File: src/rtl/uart_pkg.sv
// Shared UART definitions: parity modes, transmitter FSM encoding,
// oversample default and a constant clog2 helper used by TX and RX.
package uart_pkg;

    localparam int OVER_SAMP_DEF = 16;

    localparam logic [1:0] PAR_NONE = 2'b00;
    localparam logic [1:0] PAR_EVEN = 2'b01;
    localparam logic [1:0] PAR_ODD  = 2'b10;
    localparam logic [1:0] PAR_MARK = 2'b11;

    typedef enum logic [2:0] {
        ST_IDLE   = 3'd0,
        ST_START  = 3'd1,
        ST_DATA   = 3'd2,
        ST_PARITY = 3'd3,
        ST_STOP   = 3'd4
    } tx_state_e;

    function automatic int clog2(input int value);
        int r;
        r = 0;
        for (int i = 0; i < 31; i++) begin
            if ((32'sd1 << i) < value) r = i + 1;
        end
        return r;
    endfunction

endpackage

File: src/rtl/uart_baud_tick.sv
// Baud generator: divisor counter feeding an oversample counter. bit_end_o
// is high for the last clk cycle of each bit period; restart_i zeroes both.
module uart_baud_tick
    import uart_pkg::*;
#(
    parameter int DIV_W     = 16,
    parameter int OVER_SAMP = OVER_SAMP_DEF
) (
    input  logic             clk,
    input  logic             rstn,
    input  logic             restart_i,
    input  logic [DIV_W-1:0] div_i,
    output logic             bit_end_o,
    output logic             bit_end_nxt_o
);

    localparam int OS_W = (OVER_SAMP > 1) ? clog2(OVER_SAMP) : 1;
    localparam logic [OS_W-1:0] OS_LAST = OS_W'(OVER_SAMP - 1);

    logic [DIV_W-1:0] cnt_q, cnt_d;
    logic [OS_W-1:0]  os_q, os_d;
    logic             bit_end_q;

    always_comb begin
        cnt_d = cnt_q;
        os_d  = os_q;
        if (restart_i) begin
            cnt_d = '0;
            os_d  = '0;
        end else if (cnt_q == div_i) begin
            cnt_d = '0;
            os_d  = (os_q == OS_LAST) ? '0 : os_q + 1'b1;
        end else begin
            cnt_d = cnt_q + 1'b1;
        end
    end

    // Look-ahead lets the parent register outputs that coincide with bit_end.
    assign bit_end_nxt_o = (cnt_d == div_i) && (os_d == OS_LAST);
    assign bit_end_o     = bit_end_q;

    always_ff @(posedge clk or negedge rstn) begin
        if (!rstn) begin
            cnt_q     <= '0;
            os_q      <= '0;
            bit_end_q <= 1'b0;
        end else begin
            cnt_q     <= cnt_d;
            os_q      <= os_d;
            bit_end_q <= bit_end_nxt_o;
        end
    end

endmodule

File: src/rtl/uart_xmtr_cfg.sv
// Configurable UART transmitter with a one-word holding register in front
// of the shifter so frames can run back-to-back. Outputs are registered.
module uart_xmtr_cfg
    import uart_pkg::*;
#(
    parameter int DATA_W    = 8,
    parameter int OVER_SAMP = OVER_SAMP_DEF,
    parameter int DIV_W     = 16
) (
    input  logic              clk,
    input  logic              rstn,
    input  logic [DATA_W-1:0] tx_data_i,
    input  logic              tx_valid_i,
    output logic              tx_ready_o,
    input  logic [DIV_W-1:0]  cfg_div_i,
    input  logic [3:0]        cfg_len_i,
    input  logic [1:0]        cfg_par_i,
    input  logic              cfg_stop2_i,
    output logic              txd_o,
    output logic              busy_o,
    output logic              done_o
);

    tx_state_e         state_q, state_d;
    logic [DATA_W-1:0] hold_q, hold_d, shift_q, shift_d;
    logic              hold_full_q, hold_full_d;
    logic              par_bit_q, par_bit_d;
    logic [3:0]        len_q, len_d, bit_cnt_q, bit_cnt_d;
    logic [1:0]        par_q, par_d;
    logic              stop2_q, stop2_d;
    logic [DIV_W-1:0]  div_q, div_d;
    logic              txd_q, txd_d, busy_q, busy_d, done_q, done_d;
    logic              bit_end, bit_end_nxt, load, last_stop;

    function automatic logic [3:0] clamp_len(input logic [3:0] l);
        if (l < 4'd5) return 4'd5;
        if (l > 4'(DATA_W)) return 4'(DATA_W);
        return l;
    endfunction

    function automatic logic calc_par(input logic [DATA_W-1:0] d,
                                      input logic [3:0] len,
                                      input logic [1:0] mode);
        logic x;
        x = 1'b0;
        for (int i = 0; i < DATA_W; i++) begin
            if (i < int'(len)) x = x ^ d[i];
        end
        case (mode)
            PAR_EVEN: return x;
            PAR_ODD:  return ~x;
            PAR_MARK: return 1'b1;
            default:  return 1'b0;
        endcase
    endfunction

    uart_baud_tick #(.DIV_W(DIV_W), .OVER_SAMP(OVER_SAMP)) u_baud (
        .clk           (clk),
        .rstn          (rstn),
        .restart_i     (load),
        .div_i         (div_q),
        .bit_end_o     (bit_end),
        .bit_end_nxt_o (bit_end_nxt)
    );

    assign last_stop = (bit_cnt_q == {3'b000, stop2_q});
    // A load needs a full holding register, an accept needs an empty one.
    assign load = hold_full_q &&
                  ((state_q == ST_IDLE) || ((state_q == ST_STOP) && bit_end && last_stop));

    always_comb begin
        state_d     = state_q;
        hold_d      = hold_q;
        hold_full_d = hold_full_q;
        shift_d     = shift_q;
        par_bit_d   = par_bit_q;
        len_d       = len_q;
        par_d       = par_q;
        stop2_d     = stop2_q;
        div_d       = div_q;
        bit_cnt_d   = bit_cnt_q;

        if (tx_valid_i && !hold_full_q) begin
            hold_d      = tx_data_i;
            hold_full_d = 1'b1;
        end

        unique case (state_q)
            ST_IDLE: ;
            ST_START: if (bit_end) begin
                state_d   = ST_DATA;
                bit_cnt_d = '0;
            end
            ST_DATA: if (bit_end) begin
                shift_d = shift_q >> 1;
                if (bit_cnt_q == len_q - 4'd1) begin
                    bit_cnt_d = '0;
                    state_d   = (par_q != PAR_NONE) ? ST_PARITY : ST_STOP;
                end else begin
                    bit_cnt_d = bit_cnt_q + 4'd1;
                end
            end
            ST_PARITY: if (bit_end) begin
                state_d   = ST_STOP;
                bit_cnt_d = '0;
            end
            ST_STOP: if (bit_end) begin
                if (last_stop) state_d = ST_IDLE;
                else           bit_cnt_d = bit_cnt_q + 4'd1;
            end
            default: state_d = ST_IDLE;
        endcase

        if (load) begin
            hold_full_d = 1'b0;
            shift_d     = hold_q;
            len_d       = clamp_len(cfg_len_i);
            par_d       = cfg_par_i;
            stop2_d     = cfg_stop2_i;
            div_d       = cfg_div_i;
            par_bit_d   = calc_par(hold_q, clamp_len(cfg_len_i), cfg_par_i);
            state_d     = ST_START;
            bit_cnt_d   = '0;
        end

        unique case (state_d)
            ST_START:  txd_d = 1'b0;
            ST_DATA:   txd_d = shift_d[0];
            ST_PARITY: txd_d = par_bit_d;
            default:   txd_d = 1'b1;
        endcase
        busy_d = (state_d != ST_IDLE);
        done_d = (state_d == ST_STOP) && bit_end_nxt && (bit_cnt_d == {3'b000, stop2_d});
    end

    always_ff @(posedge clk or negedge rstn) begin
        if (!rstn) begin
            state_q     <= ST_IDLE;
            hold_q      <= '0;
            hold_full_q <= 1'b0;
            shift_q     <= '0;
            par_bit_q   <= 1'b0;
            len_q       <= 4'(DATA_W);
            par_q       <= PAR_NONE;
            stop2_q     <= 1'b0;
            div_q       <= '0;
            bit_cnt_q   <= '0;
            txd_q       <= 1'b1;
            busy_q      <= 1'b0;
            done_q      <= 1'b0;
        end else begin
            state_q     <= state_d;
            hold_q      <= hold_d;
            hold_full_q <= hold_full_d;
            shift_q     <= shift_d;
            par_bit_q   <= par_bit_d;
            len_q       <= len_d;
            par_q       <= par_d;
            stop2_q     <= stop2_d;
            div_q       <= div_d;
            bit_cnt_q   <= bit_cnt_d;
            txd_q       <= txd_d;
            busy_q      <= busy_d;
            done_q      <= done_d;
        end
    end

    assign tx_ready_o = !hold_full_q;
    assign txd_o      = txd_q;
    assign busy_o     = busy_q;
    assign done_o     = done_q;

endmodule

File: config.mk
export PLATFORM = sky130hd
export DESIGN_NAME = uart_xmtr_cfg
export DESIGN_NICKNAME = d
export VERILOG_FILES = /design/src/rtl/uart_pkg.sv /design/src/rtl/uart_baud_tick.sv /design/src/rtl/uart_xmtr_cfg.sv
export SDC_FILE = /design/constraint.sdc
export NUM_CORES = 1
export LEC_CHECK = 0
export CAP_MARGIN = 20
export CELL_PAD_IN_SITES_DETAIL_PLACEMENT = 1
export CELL_PAD_IN_SITES_GLOBAL_PLACEMENT = 2
export CORE_ASPECT_RATIO = 1.25
export CORE_MARGIN = 1.5
export CORE_UTILIZATION = 39
export DETAILED_ROUTE_END_ITERATION = 10
export GPL_TIMING_DRIVEN = 1
export PLACE_DENSITY_LB_ADDON = 0.08
export SLEW_MARGIN = 40
export SYNTH_ARGS = -nofsm -noshare
export SYNTH_HDL_FRONTEND = slang
export SYNTH_SLANG_ARGS = --single-unit
File: constraint.sdc
create_clock -name clk -period 4.3 [get_ports clk]
set_clock_uncertainty 0.05 [all_clocks]
set_input_delay 1.075 -clock clk [delete_from_list [all_inputs] [get_ports clk]]
set_output_delay 1.075 -clock clk [all_outputs]
set_load 0.02 [all_outputs]
Word level (Yosys, flattened, before mapping)
Cells that the tools add are included.
{"block": "totals", "regBits": 72, "latch_bits": 0, "mem_bits_rw": 0, "romBits": 0, "input_bits": 34, "out_inout_bits": 4, "mem_count": 0}
{"block": "classes", "addsub": 4, "n_mul": 0, "n_div": 0, "magnitude_cmp": 10, "n_eq_ne": 18, "shifts": 0, "muxes": 56, "bitwise_logic": 8, "n_reduce_logical": 17}
{"op": "$mux 4", "count": 14}
{"op": "$eq 16x16->1", "count": 2}
{"op": "$mux 16", "count": 2}
{"op": "$mux 1", "count": 25}
{"op": "$mux 3", "count": 8}
{"op": "$mux 8", "count": 3}
{"op": "$add 16x1->16 const B", "count": 1}
{"op": "$lt 3x4->1 const A", "count": 4}
{"op": "$pmux 3 s5", "count": 1}
{"op": "$eq 3x2->1 const B", "count": 4}
{"op": "$pmux 4 s3", "count": 1}
{"op": "$add 4x1->4 const B", "count": 2}
{"op": "$eq 4x1->1", "count": 2}
{"op": "$eq 4x4->1 const B", "count": 2}
{"op": "$lt 1x4->1 const A", "count": 2}
{"op": "$lt 2x4->1 const A", "count": 2}
{"op": "$reduce_bool 2->1", "count": 4}
{"op": "$logic_and 1x1->1", "count": 7}
{"op": "$xor 1x1->1", "count": 7}
{"op": "$eq 3x1->1 const B", "count": 2}
{"op": "$eq 3x3->1 const B", "count": 2}
{"op": "$pmux 1 s3", "count": 2}
{"op": "$eq 2x2->1 const B", "count": 2}
{"op": "$eq 4x4->1", "count": 1}
{"op": "11 further kinds", "count": 11}

Depth between registers and ports, before layout
{"block": "depth", "ltp_word": 39, "depth_mapped": 10, "ltp_nobuf": 9}

By module
A second synthesis with hierarchy kept.
{"block": "unflattened", "cells_unflattened": 438, "area_unflattened_um2": 4292.9}
{"mod": "uart_xmtr_cfg", "n_inst": 1, "cells_each": 245, "area_per_inst_um2": 2621.3, "seq_area_each_um2": 1278.7}
{"mod": "uart_baud_tick", "n_inst": 1, "cells_each": 193, "area_per_inst_um2": 1671.6, "seq_area_each_um2": 525.5}

Least setup slack after synthesis
Ideal clock, no wire load.
{"block": "synth_path", "path_type": "register to register", "from": "reg u_baud.cnt_q[0]", "to": "reg done_q (netlist: done_o)", "arrival_time_ns": 2.360, "t_required_ns": 4.155, "path_slack_ns": 1.795, "stages_incl_launch_ff": 9, "path_buffers": 0, "cell_sequence": "dfrtp_1 ha_1 nand3_1 xor2_1 or4bb_1 a211oi_1 o2111ai_1 a2111o_1 nor4b_2"}
{"block": "synth_via", "elab_chain_len": 7, "elab_cells_between_ends": 11, "classes_between": "add/sub: 1; eq/ne: 3; mux: 4; reduce/logical: 3"}
{"item": "from (decl)", "line_no": "uart_baud_tick.sv:20", "rtl": "logic [DIV_W-1:0] cnt_q, cnt_d;"}
{"item": "from (signal assigned)", "line_no": "uart_baud_tick.sv:48", "rtl": "cnt_q <= cnt_d;"}
{"item": "$add 16x1->16 or $eq 16x16->1 (tied branches)", "line_no": "uart_baud_tick.sv:34, uart_baud_tick.sv:30"}
{"item": "$mux 16 or $mux 4 (tied branches)", "line_no": "uart_baud_tick.sv:30", "rtl": "end else if (cnt_q == div_i) begin"}
{"item": "$mux 16 or $mux 4 (tied branches)", "line_no": "uart_baud_tick.sv:27", "rtl": "if (restart_i) begin"}
{"item": "$eq 16x16->1 or $eq 4x4->1 (tied branches)", "line_no": "uart_baud_tick.sv:39", "rtl": "assign bit_end_nxt_o = (cnt_d == div_i) && (os_d == OS_LAST);"}
{"item": "$logic_and 1x1->1 (*)", "line_no": "uart_baud_tick.sv:39"}
{"item": "$logic_and 1x1->1 (*) (2 in a row)", "line_no": "uart_xmtr_cfg.sv:133", "rtl": "done_d = (state_d == ST_STOP) && bit_end_nxt && (bit_cnt_d == {3'b000, stop2_d});"}
{"item": "named net done_d", "line_no": "uart_xmtr_cfg.sv:32", "rtl": "logic txd_q, txd_d, busy_q, busy_d, done_q, done_d;"}
{"item": "to (signal assigned)", "line_no": "uart_xmtr_cfg.sv:164", "rtl": "done_q <= done_d;"}
{"item": "to (decl)", "line_no": "uart_xmtr_cfg.sv:32"}
Mark *: on every way through the listed nets, which the timed path passes. The rest lies on a longest branch.
A chain may end at the register's enable or synchronous reset.

Final worst setup path
{"block": "layout_path", "from": "reg bit_cnt_q[0]", "to": "reg done_q (netlist: done_o)"}
{"block": "layout_via", "elab_chain_len": 9, "elab_cells_between_ends": 29, "classes_between": "add/sub: 1; eq/ne: 6; mux: 16; reduce/logical: 6"}
{"item": "from (decl)", "line_no": "uart_xmtr_cfg.sv:28", "rtl": "logic [3:0] len_q, len_d, bit_cnt_q, bit_cnt_d;"}
{"item": "from (signal assigned)", "line_no": "uart_xmtr_cfg.sv:161", "rtl": "bit_cnt_q <= bit_cnt_d;"}
{"item": "parallel branches: the longest is 8 deep, another holds $add 4x1->4"}
{"item": "$logic_and 1x1->1 (*)", "line_no": "uart_xmtr_cfg.sv:133"}
{"item": "named net done_d", "line_no": "uart_xmtr_cfg.sv:32"}
Mark *: on every way through the listed nets, which the timed path passes.

==> results.yml <==
clock_tree:
  h-tree-depth: 3
  cts_post_setup_buffers_inserted: 0
  cts_resized: 0
  postCtsHoldBufs: 0
  cts.path.max_buffers: 2
  cts.root.buffer_cell: "sky130_fd_sc_hd__clkbuf_16"
  cts_tree: "done"
  clock_pin_slew_reported_for_the_worst_setup_and_hold_paths_after_clock_tree_synthesis_ps: 60
  clk_latency_ps: 340
  clock_sink_count: 72
  cts_made_buffers: 9
cells_and_area:
  fin_nets: 527
  n_antenna_cell: 0
  filler_cell_count: 1226
  post_route_cells_drive_above_1_share: 0.0972
  layout-area-overhead-vs-synth_pct: 17.4
  post-route-cell-area_um2: 4920
  fin_util: 0.468
global_routing:
  grt-ovfl-total: 0
  grt_start_max_net_pins: 73
  combined_global_route_utilization_of_all_metal_layers: 0.227
  grt_first_pass_wirelength_mm: 19.4
  grt_pass1_vias: 3624
  grt_antenna_before_repair: 0
logic_synthesis:
  ys_ff_latch: 72
  synth_enable_flop_cells: 0
  synth.distinct_cells: 69
  post_synth_main_area_contributors: "sky130_fd_sc_hd__dfrtp_1 42%, sky130_fd_sc_hd__nand2_1 8.4%, sky130_fd_sc_hd__xnor2_1 6.5%, sky130_fd_sc_hd__nor2_1 3.5%, sky130_fd_sc_hd__xor2_1 2.7%"
  syn_nets: 500
  synth_largest_type_area_fraction: 0.418
  postSynth.topFlopCell: "sky130_fd_sc_hd__dfrtp_1"
  ys_seq_area_frac: 0.430
  asyncSetResetFlopFracSynth: 1.00
  syn_area_per_cell_um2: 9.08
  mappedNetlistArea_um2: 4190
  post_synth_inst_count: 462
  post-synth-top-area-cell: "sky130_fd_sc_hd__dfrtp_1"
  synth_warnings: 0
floorplanning:
  die_width_um: 95.8
  core_um2: 10500
  floorplan.die.height_um: 119
  boundaryPins: 38
  initial_core_util: 0.399
  std_cell_rows: 42
  dieArea_um2: 11400
timing:
  worst_slack_ps: 1320
  final_hold_viol_count: 0
  timing_max_transition_violations_final: 0
  setup_tns_ps: 0
  finalWorstPathRequiredPeriod_ps: 2980
  setup-violations-final: 0
  timing_worst_slew_pin_value_ps: 799
  unrepaired_setup_endpoints_after_global_routing: "false"
  period_share: 0.694
  clock.fmax_mhz: 335
  max-slew-margin-rel: 0.465
hold_path:
  hp-class: "reg -> reg"
routing:
  detail_route.wl_per_cell_um: 19.0
  drc_errors: 0
  drt-vias-per-instance: 5.51
  drtAntennaViolNets: 0
  drt-initial-drc-count: 170
  wirelength_mm: 11.9
  drt_pre_antenna_iters: 5
  vias: 3447
run:
  maxCapViolCount: 0
critical_path:
  timing.setup.critical_path_class: "reg -> reg"
  crit_fanout: 27
  critical_path_endpoint_category: "register"
  cp.arrival_ps: 3180
  worstSetupStartpointType: "register"
  timing.critical_path.required_ps: 4500
place:
  globalplace.congestion: 0.888
  buffer_ports.inserted: 37
  place_worst_setup_slack_ps: 1340
  dp_hpwl_mm: 8.67
  postPlaceCellArea_um2: 4640
power_and_ir_drop:
  power.share.sequential: 0.411
  maximum_resistive_drop_on_vdd_mv: 0.279
  cell_internal_pwr_mw: 1.79
  static-leakage-power_nw: 2.09
  power_switching_mw: 1.14
  power.clock.fraction: 0.241
  power.density_cell_area_nw_per_um2: 596
  comb_power_share: 0.348
  sw_frac_of_total: 0.388
outcome:
  status: "finished, final reports clean"
## layout make-up
type | count | area [um2] | share of cell area
Timing Repair Buffer | 41 | 402 | 0.0816
Multi-Input combinational cell | 347 | 2210 | 0.448
Clock inverter | 7 | 52.6 | 0.0107
Inverter | 18 | 67.6 | 0.0137
Sequential cell | 72 | 1800 | 0.367
Tap cell | 132 | 165 | 0.0336
Clock buffer | 9 | 225 | 0.0458
## power groups by stage
stage,Clock [mW],Combinational (mW),Sequential (mW)
after floorplan,0,0.849,1.08
after global placement,0,1.01,1.21
after detailed placement,0,1.03,1.22
after CTS,0.724,1.03,1.21
after global routing,0.752,1.14,1.24
final,0.707,1.02,1.20
## synth_stat cells (all sizes together), types with 5 or more instances
cell type and number:
a21oi 14, a22oi 6, buf 13, clkbuf 12, dfrtp 70, inv 18
mux2 12, nand2 94, nand2b 5, nand3 16, nand4 8, nor2 39
nor3 10, nor4 6, o21ai 16, o31ai 5, or3 7, xnor2 31
xor2 13
## layer usage
metal / global-route usage / wire (um) / vias to the layer above
li1: - / - / 1654
met1: 0.278 / 4990 / 1704
met5: 0 / 0 / -
met2: 0.385 / 6090 / 64
met3: 0.0332 / 389 / 25
met4: 0.106 / 421 / 0
## through the flow
stage	hold WS [ps]	power, mW	instances
2_1_floorplan	396	1.93	462
3_3_place_gp	408	2.22	610
3_5_place_dp	421	2.25	610
4_1_cts	437	2.97	626
5_1_grt	462	3.14	626
6_report	429	2.93	626
## critical path, cell delays in order, from the launching register on
cell,delay (ps)
sky130_fd_sc_hd__dfrtp_1,490
sky130_fd_sc_hd__xnor2_1,480
sky130_fd_sc_hd__a21o_1,210
sky130_fd_sc_hd__and3_2,570
sky130_fd_sc_hd__o41a_1,230
sky130_fd_sc_hd__o2111ai_1,160
sky130_fd_sc_hd__a2111o_1,470
sky130_fd_sc_hd__nor4b_2,210
## cell families after synthesis
logic type      after synthesis  share of synthesized area
compound gates               77                      0.129
fa+ha+maj                     4                     0.0119
buf+inv                      43                     0.0447
flops                        72                      0.430
xor+xnor                     46                      0.103
simple gates                204                      0.239
mux                          16                     0.0418
## placed cells by master, fill, tap and decap left out, types with 3 or more instances in the layout
master,count
sky130_fd_sc_hd__nand2b_1,5
sky130_fd_sc_hd__clkdlybuf4s50_1,36
sky130_fd_sc_hd__nor2_1,39
sky130_fd_sc_hd__mux2_2,10
sky130_fd_sc_hd__a211oi_1,3
sky130_fd_sc_hd__xnor2_1,31
sky130_fd_sc_hd__or3_1,7
sky130_fd_sc_hd__ha_1,4
sky130_fd_sc_hd__dfrtp_1,70
sky130_fd_sc_hd__clkbuf_16,9
sky130_fd_sc_hd__nand4_1,5
sky130_fd_sc_hd__nand3_1,15
sky130_fd_sc_hd__o211ai_1,3
sky130_fd_sc_hd__buf_4,4
sky130_fd_sc_hd__nand4_2,3
sky130_fd_sc_hd__and3_1,3
sky130_fd_sc_hd__nor3_1,10
sky130_fd_sc_hd__nand2_1,94
sky130_fd_sc_hd__nor4_1,4
sky130_fd_sc_hd__a22oi_1,6
sky130_fd_sc_hd__xor2_1,13
sky130_fd_sc_hd__a2111o_1,3
sky130_fd_sc_hd__a32oi_1,3
sky130_fd_sc_hd__a21oi_1,14
sky130_fd_sc_hd__inv_1,17
sky130_fd_sc_hd__mux2i_1,4
sky130_fd_sc_hd__o21ai_0,15
sky130_fd_sc_hd__a31oi_1,3
sky130_fd_sc_hd__inv_6,3
sky130_fd_sc_hd__o31ai_1,5
## state kept, by name, summed over array words and instances, names as in the netlist
register	cells
stop2_q	1
u_baud.cnt_q	16
div_q	16
u_baud.os_q	4
bit_cnt_q	4
len_q	4
done_o	1
par_bit_q	1
txd_o	1
par_q	2
shift_q	8
hold_q	8
u_baud.bit_end_o	1
state_q	3
busy_o	1
hold_full_q	1
## path summary, 6_finish.rpt
path / to / slack, ps / cells after the start / start
hold / removal: len_q[3] / 430 / 2 / len_q[3]
max in group asynchronous: busy_o / 3050 / 1 / rstn
setup reg to reg: done_o / 1320 / 7 / bit_cnt_q[0]
hold reg to reg: len_q[3] / 430 / 2 / len_q[3]
setup / recovery: done_o / 1320 / 7 / bit_cnt_q[0]
min in group asynchronous: shift_q[5] / 690 / 1 / rstn
(Power assumes the default switching activity.)
